## src/rtl/mem_lsu_if.sv

```systemverilog
// Data-memory bus between the load/store unit (master) and data memory (slave).
interface mem_lsu_if #(
  parameter int n = 32
);
  logic         mem_req;
  logic         mem_we;
  logic [n-1:0] mem_addr;
  logic [3:0]   mem_be;
  logic [n-1:0] mem_wdata;
  logic         mem_ready;
  logic [n-1:0] mem_rdata;

  modport master (
    output mem_req, mem_we, mem_addr, mem_be, mem_wdata,
    input  mem_ready, mem_rdata
  );

  modport slave (
    input  mem_req, mem_we, mem_addr, mem_be, mem_wdata,
    output mem_ready, mem_rdata
  );
endinterface

```

## src/rtl/mem_lsu.sv

```systemverilog
// Memory-stage load/store unit: one data-memory access per request, with
// alignment checks, byte-lane steering, load extension and a ready timeout.
module mem_lsu #(
  parameter int n       = 32,
  parameter int TIMEOUT = 16
) (
  input  logic         clk,
  input  logic         rst_n,
  input  logic         req_valid,
  input  logic [3:0]   ls_op,
  input  logic [n-1:0] addr,
  input  logic [n-1:0] wdata,
  mem_lsu_if.master    mem,
  output logic         busy,
  output logic         resp_valid,
  output logic [n-1:0] load_data,
  output logic         exc_adel,
  output logic         exc_ades,
  output logic         bus_err
);
  localparam int CNT_W = $clog2(TIMEOUT);

  typedef enum logic [1:0] {IDLE, ACCESS, RESP} state_t;
  typedef enum logic [1:0] {SZ_NONE, SZ_BYTE, SZ_HALF, SZ_WORD} size_t;

  function automatic size_t op_size(input logic [3:0] op);
    case (op)
      4'b0001, 4'b0010, 4'b1001: op_size = SZ_BYTE;
      4'b0011, 4'b0100, 4'b1011: op_size = SZ_HALF;
      4'b0101, 4'b1101:          op_size = SZ_WORD;
      default:                   op_size = SZ_NONE;
    endcase
  endfunction

  function automatic logic misaligned(input size_t sz, input logic [1:0] a);
    misaligned = (sz == SZ_HALF && a[0]) || (sz == SZ_WORD && a != 2'b00);
  endfunction

  function automatic logic [3:0] lane_be(input size_t sz, input logic [1:0] a);
    case (sz)
      SZ_BYTE: lane_be = 4'b0001 << a;
      SZ_HALF: lane_be = a[1] ? 4'b1100 : 4'b0011;
      SZ_WORD: lane_be = 4'b1111;
      default: lane_be = 4'b0000;
    endcase
  endfunction

  function automatic logic [n-1:0] lane_wdata(input size_t sz, input logic [n-1:0] d);
    case (sz)
      SZ_BYTE: lane_wdata = {4{d[7:0]}};
      SZ_HALF: lane_wdata = {2{d[15:0]}};
      SZ_WORD: lane_wdata = d;
      default: lane_wdata = '0;
    endcase
  endfunction

  function automatic logic [n-1:0] extend(input logic [3:0] op, input logic [1:0] a,
                                          input logic [n-1:0] rd);
    logic [7:0]  b;
    logic [15:0] h;
    b = 8'(rd >> {a, 3'b000});
    h = 16'(rd >> {a[1], 4'b0000});
    case (op)
      4'b0001: extend = {{(n-8){b[7]}}, b};
      4'b0010: extend = {{(n-8){1'b0}}, b};
      4'b0011: extend = {{(n-16){h[15]}}, h};
      4'b0100: extend = {{(n-16){1'b0}}, h};
      4'b0101: extend = rd;
      default: extend = '0;
    endcase
  endfunction

  state_t             state_q, state_d;
  logic [3:0]         op_q, op_d;
  logic [n-1:0]       addr_q, addr_d;
  logic [n-1:0]       wdata_q, wdata_d;
  logic [CNT_W-1:0]   cnt_q, cnt_d;
  logic               err_q, err_d;
  logic [n-1:0]       ld_q, ld_d;
  logic               adel_q, adel_d;
  logic               ades_q, ades_d;

  size_t req_sz, lat_sz;
  logic  lat_store;
  assign req_sz    = op_size(ls_op);
  assign lat_sz    = op_size(op_q);
  assign lat_store = (lat_sz != SZ_NONE) && op_q[3];

  always_ff @(posedge clk or negedge rst_n) begin
    if (!rst_n) begin
      state_q <= IDLE;
      op_q    <= '0;
      addr_q  <= '0;
      wdata_q <= '0;
      cnt_q   <= '0;
      err_q   <= 1'b0;
      ld_q    <= '0;
      adel_q  <= 1'b0;
      ades_q  <= 1'b0;
    end else begin
      state_q <= state_d;
      op_q    <= op_d;
      addr_q  <= addr_d;
      wdata_q <= wdata_d;
      cnt_q   <= cnt_d;
      err_q   <= err_d;
      ld_q    <= ld_d;
      adel_q  <= adel_d;
      ades_q  <= ades_d;
    end
  end

  always_comb begin
    state_d = state_q;
    op_d    = op_q;
    addr_d  = addr_q;
    wdata_d = wdata_q;
    cnt_d   = cnt_q;
    err_d   = err_q;
    ld_d    = ld_q;
    adel_d  = 1'b0;
    ades_d  = 1'b0;
    case (state_q)
      IDLE: begin
        cnt_d = '0;
        if (req_valid && req_sz != SZ_NONE) begin
          // Misaligned requests never reach memory; they only raise a pulse.
          if (misaligned(req_sz, addr[1:0])) begin
            adel_d = !ls_op[3];
            ades_d = ls_op[3];
          end else begin
            op_d    = ls_op;
            addr_d  = addr;
            wdata_d = wdata;
            err_d   = 1'b0;
            state_d = ACCESS;
          end
        end
      end
      ACCESS: begin
        cnt_d = cnt_q + 1'b1;
        if (mem.mem_ready) begin
          if (!lat_store) ld_d = extend(op_q, addr_q[1:0], mem.mem_rdata);
          err_d   = 1'b0;
          state_d = RESP;
        end else if (cnt_q == CNT_W'(TIMEOUT - 1)) begin
          if (!lat_store) ld_d = '0;
          err_d   = 1'b1;
          state_d = RESP;
        end
      end
      RESP: begin
        cnt_d   = '0;
        state_d = IDLE;
      end
      default: state_d = IDLE;
    endcase
  end

  // Bus outputs are only driven during ACCESS so they read as zero otherwise.
  logic acc;
  assign acc           = (state_q == ACCESS);
  assign mem.mem_req   = acc;
  assign mem.mem_we    = acc && lat_store;
  assign mem.mem_addr  = acc ? {addr_q[n-1:2], 2'b00} : '0;
  assign mem.mem_be    = acc ? lane_be(lat_sz, addr_q[1:0]) : 4'b0000;
  assign mem.mem_wdata = (acc && lat_store) ? lane_wdata(lat_sz, wdata_q) : '0;

  assign busy       = (state_q != IDLE);
  assign resp_valid = (state_q == RESP);
  assign bus_err    = resp_valid && err_q;
  assign load_data  = (resp_valid && lat_store) ? '0 : ld_q;
  assign exc_adel   = adel_q;
  assign exc_ades   = ades_q;
endmodule

```

## src/flat_wrapper.sv

```systemverilog
// flat-port wrapper written by rule: the top's interface ports become plain ports
module mem_lsu_flat 
#(
  parameter int n       = 32,
  parameter int TIMEOUT = 16
)
  (clk, rst_n, req_valid, ls_op, addr, wdata, busy, resp_valid, load_data, exc_adel, exc_ades, bus_err, mem_mem_req, mem_mem_we, mem_mem_addr, mem_mem_be, mem_mem_wdata, mem_mem_ready, mem_mem_rdata);
  mem_lsu_if #(.n(n)) mem_i ();
  input  logic clk;
  input  logic rst_n;
  input  logic req_valid;
  input  logic [3:0] ls_op;
  input  logic [n-1:0] addr;
  input  logic [n-1:0] wdata;
  output logic busy;
  output logic resp_valid;
  output logic [n-1:0] load_data;
  output logic exc_adel;
  output logic exc_ades;
  output logic bus_err;
  output wire logic [$bits(mem_i.mem_req)-1:0] mem_mem_req;
  output wire logic [$bits(mem_i.mem_we)-1:0] mem_mem_we;
  output wire logic [$bits(mem_i.mem_addr)-1:0] mem_mem_addr;
  output wire logic [$bits(mem_i.mem_be)-1:0] mem_mem_be;
  output wire logic [$bits(mem_i.mem_wdata)-1:0] mem_mem_wdata;
  input wire logic [$bits(mem_i.mem_ready)-1:0] mem_mem_ready;
  input wire logic [$bits(mem_i.mem_rdata)-1:0] mem_mem_rdata;
  assign mem_mem_req = mem_i.mem_req;
  assign mem_mem_we = mem_i.mem_we;
  assign mem_mem_addr = mem_i.mem_addr;
  assign mem_mem_be = mem_i.mem_be;
  assign mem_mem_wdata = mem_i.mem_wdata;
  assign mem_i.mem_ready = mem_mem_ready;
  assign mem_i.mem_rdata = mem_mem_rdata;
  mem_lsu #(.n(n), .TIMEOUT(TIMEOUT)) u_core (.clk(clk), .rst_n(rst_n), .req_valid(req_valid), .ls_op(ls_op), .addr(addr), .wdata(wdata), .mem(mem_i), .busy(busy), .resp_valid(resp_valid), .load_data(load_data), .exc_adel(exc_adel), .exc_ades(exc_ades), .bus_err(bus_err));
endmodule
```

## config.mk

```make
export PLATFORM = sky130hd
export DESIGN_NAME = mem_lsu_flat
export DESIGN_NICKNAME = d
export VERILOG_FILES = /design/src/rtl/mem_lsu_if.sv /design/src/rtl/mem_lsu.sv /design/src/flat_wrapper.sv
export SDC_FILE = /design/constraint.sdc
export NUM_CORES = 1
export LEC_CHECK = 0
export CAP_MARGIN = 0
export CORE_MARGIN = 2
export CORE_UTILIZATION = 29
export CTS_BUF_LIST = sky130_fd_sc_hd__clkbuf_8 sky130_fd_sc_hd__clkbuf_16
export DETAILED_ROUTE_END_ITERATION = 10
export PLACE_DENSITY = 0.66
export SKIP_LAST_GASP = 1
export SYNTH_ARGS = -nofsm -noshare
export SYNTH_HDL_FRONTEND = slang
export SYNTH_SLANG_ARGS = --single-unit
```

## constraint.sdc

```tcl
create_clock -name clk -period 3.35 [get_ports clk]
set_input_delay 0.67 -clock clk [delete_from_list [all_inputs] [get_ports clk]]
set_output_delay 0.67 -clock clk [all_outputs]
set_load 0.05 [all_outputs]
```

Word-level counts from Yosys, hierarchy flattened:

Memories as Yosys holds them, arrays and structs flattened.
Index checks and enable logic that the tools add are counted.

* add/sub/neg operators: 1
* equality and inequality tests: 16
* shifts and indexed selects: 3
* multiplexer cells: 29
* bitwise gates (word level): 2
* reductions and logical operators: 22

Operators by type and width (count)
* $mux 32: 7
* $pmux 32 s5: 1
* $pmux 32 s3: 1
* $shr 32x5->16: 1
* $shr 32x5->8: 1
* $reduce_bool 2->1: 7
* $pmux 4 s3: 1
* $eq 2x2->1 const B: 5
* $mux 1: 10
* $reduce_and 3->1: 3
* $eq 4x2->1 const B: 2
* $eq 4x3->1 const B: 2
* $mux 2: 4
* $mux 4: 2
* $pmux 4 s2: 1
* $logic_and 1x1->1: 7
* $add 4x1->4 const B: 1
* $eq 2x1->1 const B: 2
* $eq 4x1->1 const B: 1
* $eq 4x4->1 const B: 1
* $pmux 2 s2: 1
* $reduce_and 4->1: 1
* $shl 1x2->4 const A: 1
* $ne 3x3->1 const B: 1
* other kinds (8): 9

* register bits: 109
* memory bits (read-only): 64
* input port bits: 104
* output and inout port bits: 107
* logic and storage cells: 84
* memories kept: 2

Memory list
* (no name shown): depth 16, bits a word 2, rd ports 1, clocked after memory_dff 0, write ports 0, RTL line mem_lsu.sv:27 `case (op)`
* (no name shown): depth 16, bits a word 2, rd ports 1, clocked after memory_dff 0, write ports 0, RTL line mem_lsu.sv:27

Longest topological paths before layout:

An unclocked memory read counts as a cell.

* word-level depth: 7
* depth in mapped cells: 9
* depth with buffers taken out: 7

Worst setup path after synthesis:

No wires, ideal clock.

* kind: register to output
* start: register u_core.op_q[0]
* end: output port mem_mem_wdata[15]
* data arrival time: 2448 ps
* setup slack: 232 ps
* cell stages (with the launch flop): 8
* path buffers: 1
* cell sequence: dfrtp_1 -> ha_1 -> nor2b_1 -> a31o_2 -> clkbuf_1 -> nor2_1 -> nand2_1 -> a21oi_1

* cells in the longest elaborated chain, start to end: 5
* elaborated cells between the ends (all ways): 9
* those cells by class: eq/ne (3); mux (2); reduce/logical (3); memory (1)

Ends and longest elaborated chain
* from (decl): RTL line mem_lsu.sv:74 `logic [3:0] op_q, op_d;`
* from (signal assigned): RTL line mem_lsu.sv:102 `op_q <= op_d;`
* $mem_v2 16x2 *
* branches (longest 3 deep; another with $pmux 32 s3)
* $mux 32 *: RTL line mem_lsu.sv:167 `assign mem.mem_wdata = (acc && lat_store) ? lane_wdata(lat_sz, wdata_q) : '0;`
* to (decl): RTL line flat_wrapper.sv:25 `output wire logic [$bits(mem_i.mem_wdata)-1:0] mem_mem_wdata;`

Every way passes the cells marked *.

Worst setup path in the final report:

* start: register u_core.op_q[0]
* end: output port mem_mem_wdata[12]

Same word-level chain as after synthesis.

==> summary.md <==
| Metric | Value |
|---|---|
| WS Path Type | flop to output pin |
| Source-to-sink clock delay at the later pin of the worst-skew pair | 0.35 ns |
| Final weighted congestion of routability-driven global placement | 0.7969 |
| Final routed DRC violation total | 0 |
| Total number of clock tree sinks | 109 |
| Final clock skew | 0.009407 ns |
| Number of max-cap violations | 0 |
| Type of origin of the critical path | flop |
| Row Count | 52 |
| Largest fanout on the critical path | 8 |
| Outcome | complete, no violations |
| Clock period minus worst slack | 3.157 ns |
| Hold crit path type | primary input to asynchronous set/reset pin |
| Number of CTS-inserted buffers | 9 |
| Fraction of final layout cells sized beyond drive strength 1 | 29.43% |
| Least-Margin Pin Slew | 0.7893 ns |
| Endpoint kind of the worst setup timing path | output pin |
| Average via count per standard cell | 4.818 |
| Fill cell total of the finished layout | 1,918 |
| Worst hold slack across all endpoints | 0.3188 ns |
| Total wirelength of the detailed-routed design | 17.88 mm |
| Final setup violation count | 0 |
| Top area cells in the synthesized netlist | sky130_fd_sc_hd__dfrtp_1, sky130_fd_sc_hd__mux2_2, sky130_fd_sc_hd__and2_1, sky130_fd_sc_hd__nand2_1, sky130_fd_sc_hd__a21oi_1 |
| HPWL reported at the end of detailed placement | 13.52 mm |
| Post-route cell area | 9151 sq um |
| Number of distinct library cells after synthesis | 47 |
| Post-synthesis sequential element count | 109 |
| Worst vdd rail ir drop | 0.0003198 V |
| Starting Density | 29.30% |
| Data arrival time at the worst-slack endpoint | 2.49 ns |
| Diode insertion count for antenna repair | 0 |
| Vertical die dimension | 146.3 um |
| Max Fclk | 316.7 MHz |
| Wirelength per Cell | 17.34 um |
| Relative max-transition margin | 47.27% |
| Clock slew at the register clock pins of the worst setup and hold paths | 0.08 ns |
| Area of the core | 20,040 sq um |
| DRT Pass-1 Iters | 4 |
| Area growth syn-to-layout | 55.88% |
| # H-tree levels | 3 |
| Cell taking the most area after synthesis | sky130_fd_sc_hd__dfrtp_1 |
| Leakage dissipation | 4.034 nW |
| Leading cell types in the layout, fill and taps excluded | sky130_fd_sc_hd__dfrtp_1, sky130_fd_sc_hd__clkdlybuf4s50_1, sky130_fd_sc_hd__mux2_2 |
| Sequential cell area in the final layout | 2728 sq um |
| Buffer cell driving the clock tree root | sky130_fd_sc_hd__clkbuf_16 |
| Number of vias after detailed routing | 4,967 |
| Share of synthesized registers carrying an async set or reset | 100.0% |
| TritonCTS clock tree | done |
| GRT Residual Overflow | 0 |
| Most common flop cell mapped by yosys | sky130_fd_sc_hd__dfrtp_1 |
| Antenna violations before repair | 0 |
| Cell Area, Placed | 8825 sq um |
| DRT antenna net count | 0 |
| Required time of the critical path | 2.68 ns |
| Number of global-route vias before repair | 5,008 |
| Mean post-synth cell area | 10.52 sq um |
| Multi-input combinational cell area | 2955 sq um |
| Power per Cell Area | 721.1 nW/um^2 |
| Width of the die | 146.3 um |
| Total Power Consumption | 6.599 mW |
| Leading cell type in the layout, fill and taps excluded | sky130_fd_sc_hd__dfrtp_1 |
| Number of DRC violations after detailed-routing iteration 0 | 280 |
| Cell Area, Synth | 5871 sq um |
| Share of the yosys chip area belonging to registers | 46.46% |
| Setup repair after global routing missed its margin | yes |
| Largest net degree at the start of global routing | 51 |
| Final Net Count | 868 |
| Gr usage total | 16.69% |
| Yosys top cell area share | 46.46% |
| Total count of max-transition violations in the final report | 0 |
| Yosys warning total | 0 |
| Count of flip-flops with a built-in enable after synthesis | 0 |
| DIE AREA | 21,400 sq um |
| CTS max path bufs | 2 |
| Cell count after synthesis | 558 |
| Number of top-level pins | 211 |
| Fraction of the cycle the final worst path needs | 94.25% |
| Hold Fails Final Rpt | 0 |
| Total of buffers placed on input and output ports | 208 |
| Global-route wire length before repair | 28.10 mm |
[per-stage QoR]
stage               setup slack [ns]   TNS [ns]  utilization, %  instances
global placement              0.3134          0           44.04       1015
CTS                          0.07166          0           45.65       1031
floorplan                     0.2322          0               -        559
global route               -0.004908  -0.005918           45.67       1031
finish                        0.1926          0           45.67       1031
detailed placement            0.2451          0           44.04       1015
[layer usage]
layer	global-route usage [%]	part of all wire, %
met1	21.60	43
met2	26.79	47
met3	6.000	8.5
met4	3.981	1.4
met5	0	0
[synthesized netlist by cell type (3+ instances only)]
master and count:
sky130_fd_sc_hd__nand2_1 59, sky130_fd_sc_hd__dfrtp_1 109, sky130_fd_sc_hd__mux2_2 74, sky130_fd_sc_hd__nand2b_1 9, sky130_fd_sc_hd__and2_1 70, sky130_fd_sc_hd__mux2i_1 6
sky130_fd_sc_hd__and3_1 8, sky130_fd_sc_hd__o21bai_1 3, sky130_fd_sc_hd__a22o_1 8, sky130_fd_sc_hd__inv_1 9, sky130_fd_sc_hd__a22oi_1 6, sky130_fd_sc_hd__clkbuf_1 23
sky130_fd_sc_hd__a221oi_1 7, sky130_fd_sc_hd__nor3_1 3, sky130_fd_sc_hd__a21oi_1 39, sky130_fd_sc_hd__ha_1 8, sky130_fd_sc_hd__mux2_4 7, sky130_fd_sc_hd__nor2_1 20
sky130_fd_sc_hd__a221o_1 6, sky130_fd_sc_hd__nand3_1 4, sky130_fd_sc_hd__nor2b_1 8, sky130_fd_sc_hd__o21ai_0 18, sky130_fd_sc_hd__xnor2_1 4, sky130_fd_sc_hd__buf_2 9
sky130_fd_sc_hd__a21o_1 14
[cell type report]
cell class | count | share of cell area [%]
multi-input combinational | 404 | 32.29
clock inverter | 5 | 0.6973
clock buffer | 11 | 2.762
inverter | 9 | 0.3692
tap | 270 | 3.692
sequential | 109 | 29.81
timing repair buffer | 223 | 30.38
[critical path, cell delays in order, from the launching register on]
cell and delay, ns:
sky130_fd_sc_hd__dfrtp_1 0.43, sky130_fd_sc_hd__ha_1 0.27, sky130_fd_sc_hd__nor2b_1 0.17, sky130_fd_sc_hd__a31o_2 0.29, sky130_fd_sc_hd__nor2_1 0.27, sky130_fd_sc_hd__buf_4 0.19
sky130_fd_sc_hd__nand2_1 0.08, sky130_fd_sc_hd__a21oi_1 0.25, sky130_fd_sc_hd__buf_12 0.18
[state kept, by name, indices dropped and copies added (netlist names)]
signal,flops
u_core.addr_q,32
u_core.ld_q,32
u_core.wdata_q,32
u_core.cnt_q,4
u_core.op_q,4
u_core.state_q,2
u_core.err_q,1
u_core.exc_adel,1
u_core.exc_ades,1
[repair_timing]
action	in CTS	in global routing
setup buffers	0	0
gates resized for setup	1	1
endpoints found under the hold margin	0	0
setup endpoints to repair	8	56
hold buffers	0	0
[worst paths after layout]
| path | from | end | slack, ns | cells after the start |
|---|---|---|---|---|
| hold / removal | rst_n | u_core.ld_q[6]$_DFFE_PN0P_ | 0.32 | 1 |
| max in group asynchronous | rst_n | u_core.addr_q[17]$_DFFE_PN0P_ | 2.30 | 2 |
| setup / recovery | u_core.op_q[0]$_DFFE_PN0P_ | mem_mem_wdata[12] | 0.19 | 8 |
| hold reg to reg | u_core.ld_q[29]$_DFFE_PN0P_ | u_core.ld_q[29]$_DFFE_PN0P_ | 0.47 | 1 |
| min in group clk | u_core.ld_q[29]$_DFFE_PN0P_ | u_core.ld_q[29]$_DFFE_PN0P_ | 0.47 | 1 |
| setup reg to reg | u_core.state_q[1]$_DFFE_PN0P_ | u_core.ld_q[1]$_DFFE_PN0P_ | 0.67 | 6 |
[cells by family after synthesis]
logic type / Yosys count / synth area share, %
buf+inv: 46 / 3.538
fa+ha+maj: 8 / 1.705
simple gates: 186 / 16.65
compound gates: 115 / 13.21
other cells: 1 / 0.06388
xor+xnor: 4 / 0.5967
mux: 89 / 17.77
flops: 109 / 46.46
[power breakdown]
group	switching, mW	internal (mW)	leakage, nW	total, mW
clock	0.518	0.629	0.153	1.15
sequential	0.287	1.78	1.37	2.06
combinational	1.90	1.49	2.52	3.39
total	2.70	3.90	4.03	6.60
(Power assumes the default switching activity.)
==> RTL edit 1 (config.mk and constraints unchanged) <==
Encoding of `state_t`: now one-hot (3 bits for 3 states).
--- a/src/rtl/mem_lsu.sv
+++ b/src/rtl/mem_lsu.sv
@@ -22,3 +22,3 @@
 
-  typedef enum logic [1:0] {IDLE, ACCESS, RESP} state_t;
+  typedef enum logic [2:0] {IDLE = 3'b001, ACCESS = 3'b010, RESP = 3'b100} state_t;
   typedef enum logic [1:0] {SZ_NONE, SZ_BYTE, SZ_HALF, SZ_WORD} size_t;
Function: no difference found for any inputs over 4 cycles, from zero or initial values and one cycle with rst_n low; so few cycles prove little.
==> RTL edit 1 against the original RTL <==
Worst setup slack worse by 0.033 ns; utilization decreased by 0.53 points; cell area up 3.0%; sequential cell count increased by 1; total power fell by 28%; synthesized area increased by 4.8%; cell count up 2.4%; critical endpoint is now mem_mem_wdata[27]; wire length is 6.4% higher.
==> RTL edit 1: results (changes against the original RTL) <==
status completed; Synth Area in Compound Gates 0.164 (+0.0318); synth cell count leaders dfrtp_1, mux2_1, and2_1, a21oi_1, nand3_1; R2R depth 7 (+1); Slew headroom 0.515 (+0.0426); r2r startpoint u_core.op_q[1]; final-stage net count 889 (+2.4%); mux cell area share after synthesis 0.150 (-0.0281); DR iter-0 viols 324 (+16%); total CTS buffers 9 (unchanged); Fill cells 1937 (+0.99%); CP Data Arrival Time 2.52 ns (+0.03 ns); placed cell count 1041 (+2.6%); Initial DRT Pass Iterations 4 (unchanged); r2r setup slk 0.81 ns (+0.14 ns); synth top area cells dfrtp_1, mux2_1, and2_1, a21oi_1, and3_1; Worst R2R End u_core.ld_q[9]; LEAKAGE 4.00 nW (-0.96%); Max Fanout on Critical Path 18 (+10); xor-xnor portion of the synthesized cell area 0.00142 (-0.00454); Async SR Flop Fraction 1.00 (unchanged); Final HPWL DP 14000 µm (+3.8%); WL/cell 18.0 µm (+3.8%); vias in the first global route 5373 (+7.3%); Mapped Cells 585 (+4.8%); layout cells sized above 1 0.209 (-0.0856); Synth cell types 59 (+26%); Layout Cells excl Fill 1056 (+2.4%); Final GP Congestion 0.851 (+6.8%); largest net degree at the start of global routing 57 (+12%); maximum VDD drop 0.000355 V (+11%); GRT Total Usage 0.172 (+0.00540); first-pass GRT wire length 30000 µm (+6.6%); Post-Route Skew 0.0139 ns (+0.00452 ns); Synth Area in Adders 0.0179 (+0.000847); Vias 5345 (+7.6%)
## RTL edit 1: cell count changes after synthesis, sizes merged, moves of 7 or more
cell,delta
nand2b,-7
nand4,+12
and3,+15
a221oi,-7
a21o,-14
nand2,-39
nor2,-14
a21oi,+8
o311ai,+7
nand3,+22
o2bb2ai,+16
o21ai,+10
buf,+15
## RTL edit 1: critical path, stage by stage, from the launching register on
cell	delay (ns)
dfrtp_1	0.44
inv_1	0.10
ha_1	0.28
or3b_1	0.36
buf_4	0.21
a21boi_0	0.20
o21ai_0	0.11
a21oi_1	0.29
buf_12	0.18
## RTL edit 1: cell families after synthesis
family                   Yosys count
AO/OA/AOI/OAI                    148
multiplexers                      81
adder cells (fa/ha/maj)            9
AND/OR/NAND/NOR                  177
XOR/XNOR                           1
flip-flops                       110
other                              1
buffers and inverters             58
## RTL edit 1: worst max path at each step
| stage | end | slack [ns] | cells after the start |
|---|---|---|---|
| after floorplan | load_data[10] | 0.14 | 5 |
| after global placement | u_core.wdata_q[17] | 0.27 | 8 |
| after detailed placement | u_core.wdata_q[5] | 0.20 | 8 |
| after CTS | load_data[15] | 0.003 | 7 |
| after global routing | mem_mem_wdata[17] | 0.02 | 7 |
| final | mem_mem_wdata[27] | 0.16 | 8 |
## RTL edit 1: report_power, final
group          switching (mW)  internal (mW)
clock                   0.530          0.531
sequential              0.246           1.69
combinational           0.987          0.774
total                    1.76           2.99
## RTL edit 1: metrics by stage
stage / hold slack [ns] / worst slack (ns) / cell area (µm²) / util
2_1_floorplan: 0.374 / 0.137 / 6160 / -
3_3_place_gp: 0.465 / 0.267 / 9130 / 0.437
3_5_place_dp: 0.468 / 0.198 / 9130 / 0.437
4_1_cts: 0.360 / 0.00293 / 9420 / 0.451
5_1_grt: 0.380 / 0.0226 / 9430 / 0.451
6_report: 0.325 / 0.160 / 9430 / 0.451
## RTL edit 1: layer usage
layer  GRT usage  wire length (µm)
met5           0                 0
met4      0.0486               277
met3      0.0585              1630
met2       0.272              8760
met1       0.225              8350
## RTL edit 1: final cells by class
class,count,area share
Clock buffer,10,0.0253
Timing Repair Buffer,228,0.303
Tap cell,275,0.0365
Clock inverter,5,0.00478
Inverter,10,0.00398
Multi-Input combinational cell,418,0.334
Sequential cell,110,0.292
## RTL edit 1: repair_timing
| item | 4_1_cts | 5_1_grt |
|---|---|---|
| hold buffers | 0 | 0 |
| setup buffers | 0 | 0 |
| resized for setup | 1 | 2 |
| setup endpoints to repair | 7 | 38 |
==> RTL edit 2 (config.mk and constraints unchanged) <==
Without the edit above. `TIMEOUT` is set to 16 in 2 places; all go to 32.
--- a/src/rtl/mem_lsu.sv
+++ b/src/rtl/mem_lsu.sv
@@ -4,3 +4,3 @@
   parameter int n       = 32,
-  parameter int TIMEOUT = 16
+  parameter int TIMEOUT = 32
 ) (
--- a/src/flat_wrapper.sv
+++ b/src/flat_wrapper.sv
@@ -4,3 +4,3 @@
   parameter int n       = 32,
-  parameter int TIMEOUT = 16
+  parameter int TIMEOUT = 32
 )
Check against the original RTL: same outputs for any inputs over 4 cycles, from zero or initial values and one cycle with rst_n low; that may be too few to reach the edited logic, so the function may still have changed.
==> RTL edit 2 against the original RTL <==
Synthesized area is 0.45% higher; first-iteration DRC count fell by 36%; non-clock buffer count rose by 2; sequential cell count increased by 1; clock skew is 0.0040 ns lower; cell count up 0.58%; worst setup slack better by 0.00082 ns; wire length is 0.82% lower; highest routed layer unchanged; register-to-register slack gained 0.23 ns; total power rose by 0.76%; die area up 0.43%; cell area increased by 0.38%.
==> RTL edit 2: results (changes against the original RTL) <==
Place WS 0.186 ns (-0.0591 ns); met2 WL post-DR 8260 µm (-1.6%); LEAKAGE 3.96 nW (-1.9%); Synth cell types 46 (-2.1%); Synth Area in Adders 0.0191 (+0.00205); Worst R2R End u_core.ld_q[11]; multi-input gates 405 (+0.25%); Post-Route Skew 0.00542 ns (-0.00399 ns); final hold slack 0.397 ns (+0.0783 ns); Final HPWL DP 13200 µm (-2.0%); Layout Cells excl Fill 1037 (+0.58%); Synth Area in Compound Gates 0.124 (-0.00802); final instance area 0.00919 mm² (+0.38%); xor-xnor portion of the synthesized cell area 0.00594 (-0.0000266); Buffers, non-clock 225 (+0.90%); synth top area cells dfrtp_1, mux2_2, and2_1, a21oi_1, nand2_1; layout inverter count without the clock tree 11 (+2); routed wl met3 1620 µm (+6.5%); placed cell area 0.00888 mm² (+0.58%); met2 Usage GRT 0.269 (+0.00132); Max Fanout on Critical Path 11 (+3); Slew headroom 0.231 (-0.242); status completed; Metal-1 WL 7560 µm (-2.0%); GRT Total Usage 0.167 (about the same); max incr delay on CP 0.50 ns (+0.07 ns); register area 0.00275 mm² (+0.92%); largest net degree at the start of global routing 58 (+14%); final-stage net count 875 (+0.81%); placed cell count 1021 (+0.59%); WL/cell 17.1 µm (-1.4%); internal power 3.94 mW (+1.1%); r2r startpoint u_core.op_q[1]; DR iter-0 viols 178 (-36%); mux cell area share after synthesis 0.181 (+0.00303); first-pass GRT wire length 28400 µm (+1.0%); share of the synthesized area in the top cell type 0.467 (+0.00217); Seq cells post-synth 110 (+0.92%); Final GP Congestion 0.853 (+7.0%); Data buffer area share 0.306 (+0.00184); maximum VDD drop 0.000393 V (+23%); Synth Area per Inst 10.5 µm² (-0.27%); Vias 4978 (+0.22%)
-- RTL edit 2: cell count changes after synthesis, moves of 3 or more --
| cell | delta |
|---|---|
| a221o_1 | +9 |
| buf_2 | +3 |
| a21o_1 | -14 |
| a221oi_1 | -6 |
| nor2_1 | +6 |
| nor2b_1 | -3 |
| nand2b_1 | -3 |
| mux2_4 | +3 |
| a21oi_1 | +10 |
-- RTL edit 2: worst max path at each step --
stage / startpoint / endpoint / slack (ns) / cells past startpoint
finish: u_core.op_q[3] / mem_mem_wdata[24] / 0.19 / 6
global route: u_core.op_q[3] / mem_mem_wdata[30] / 0.03 / 6
CTS: u_core.op_q[1] / mem_mem_wdata[12] / 0.08 / 7
detailed placement: ls_op[1] / u_core.wdata_q[11] / 0.19 / 9
global placement: ls_op[1] / u_core.wdata_q[22] / 0.26 / 9
floorplan: u_core.op_q[3] / mem_mem_wdata[14] / 0.35 / 7
-- RTL edit 2: what timing repair did --
item	4_1_cts	5_1_grt
setup endpoints to repair	3	9
cloned	0	0
gates resized for setup	1	2
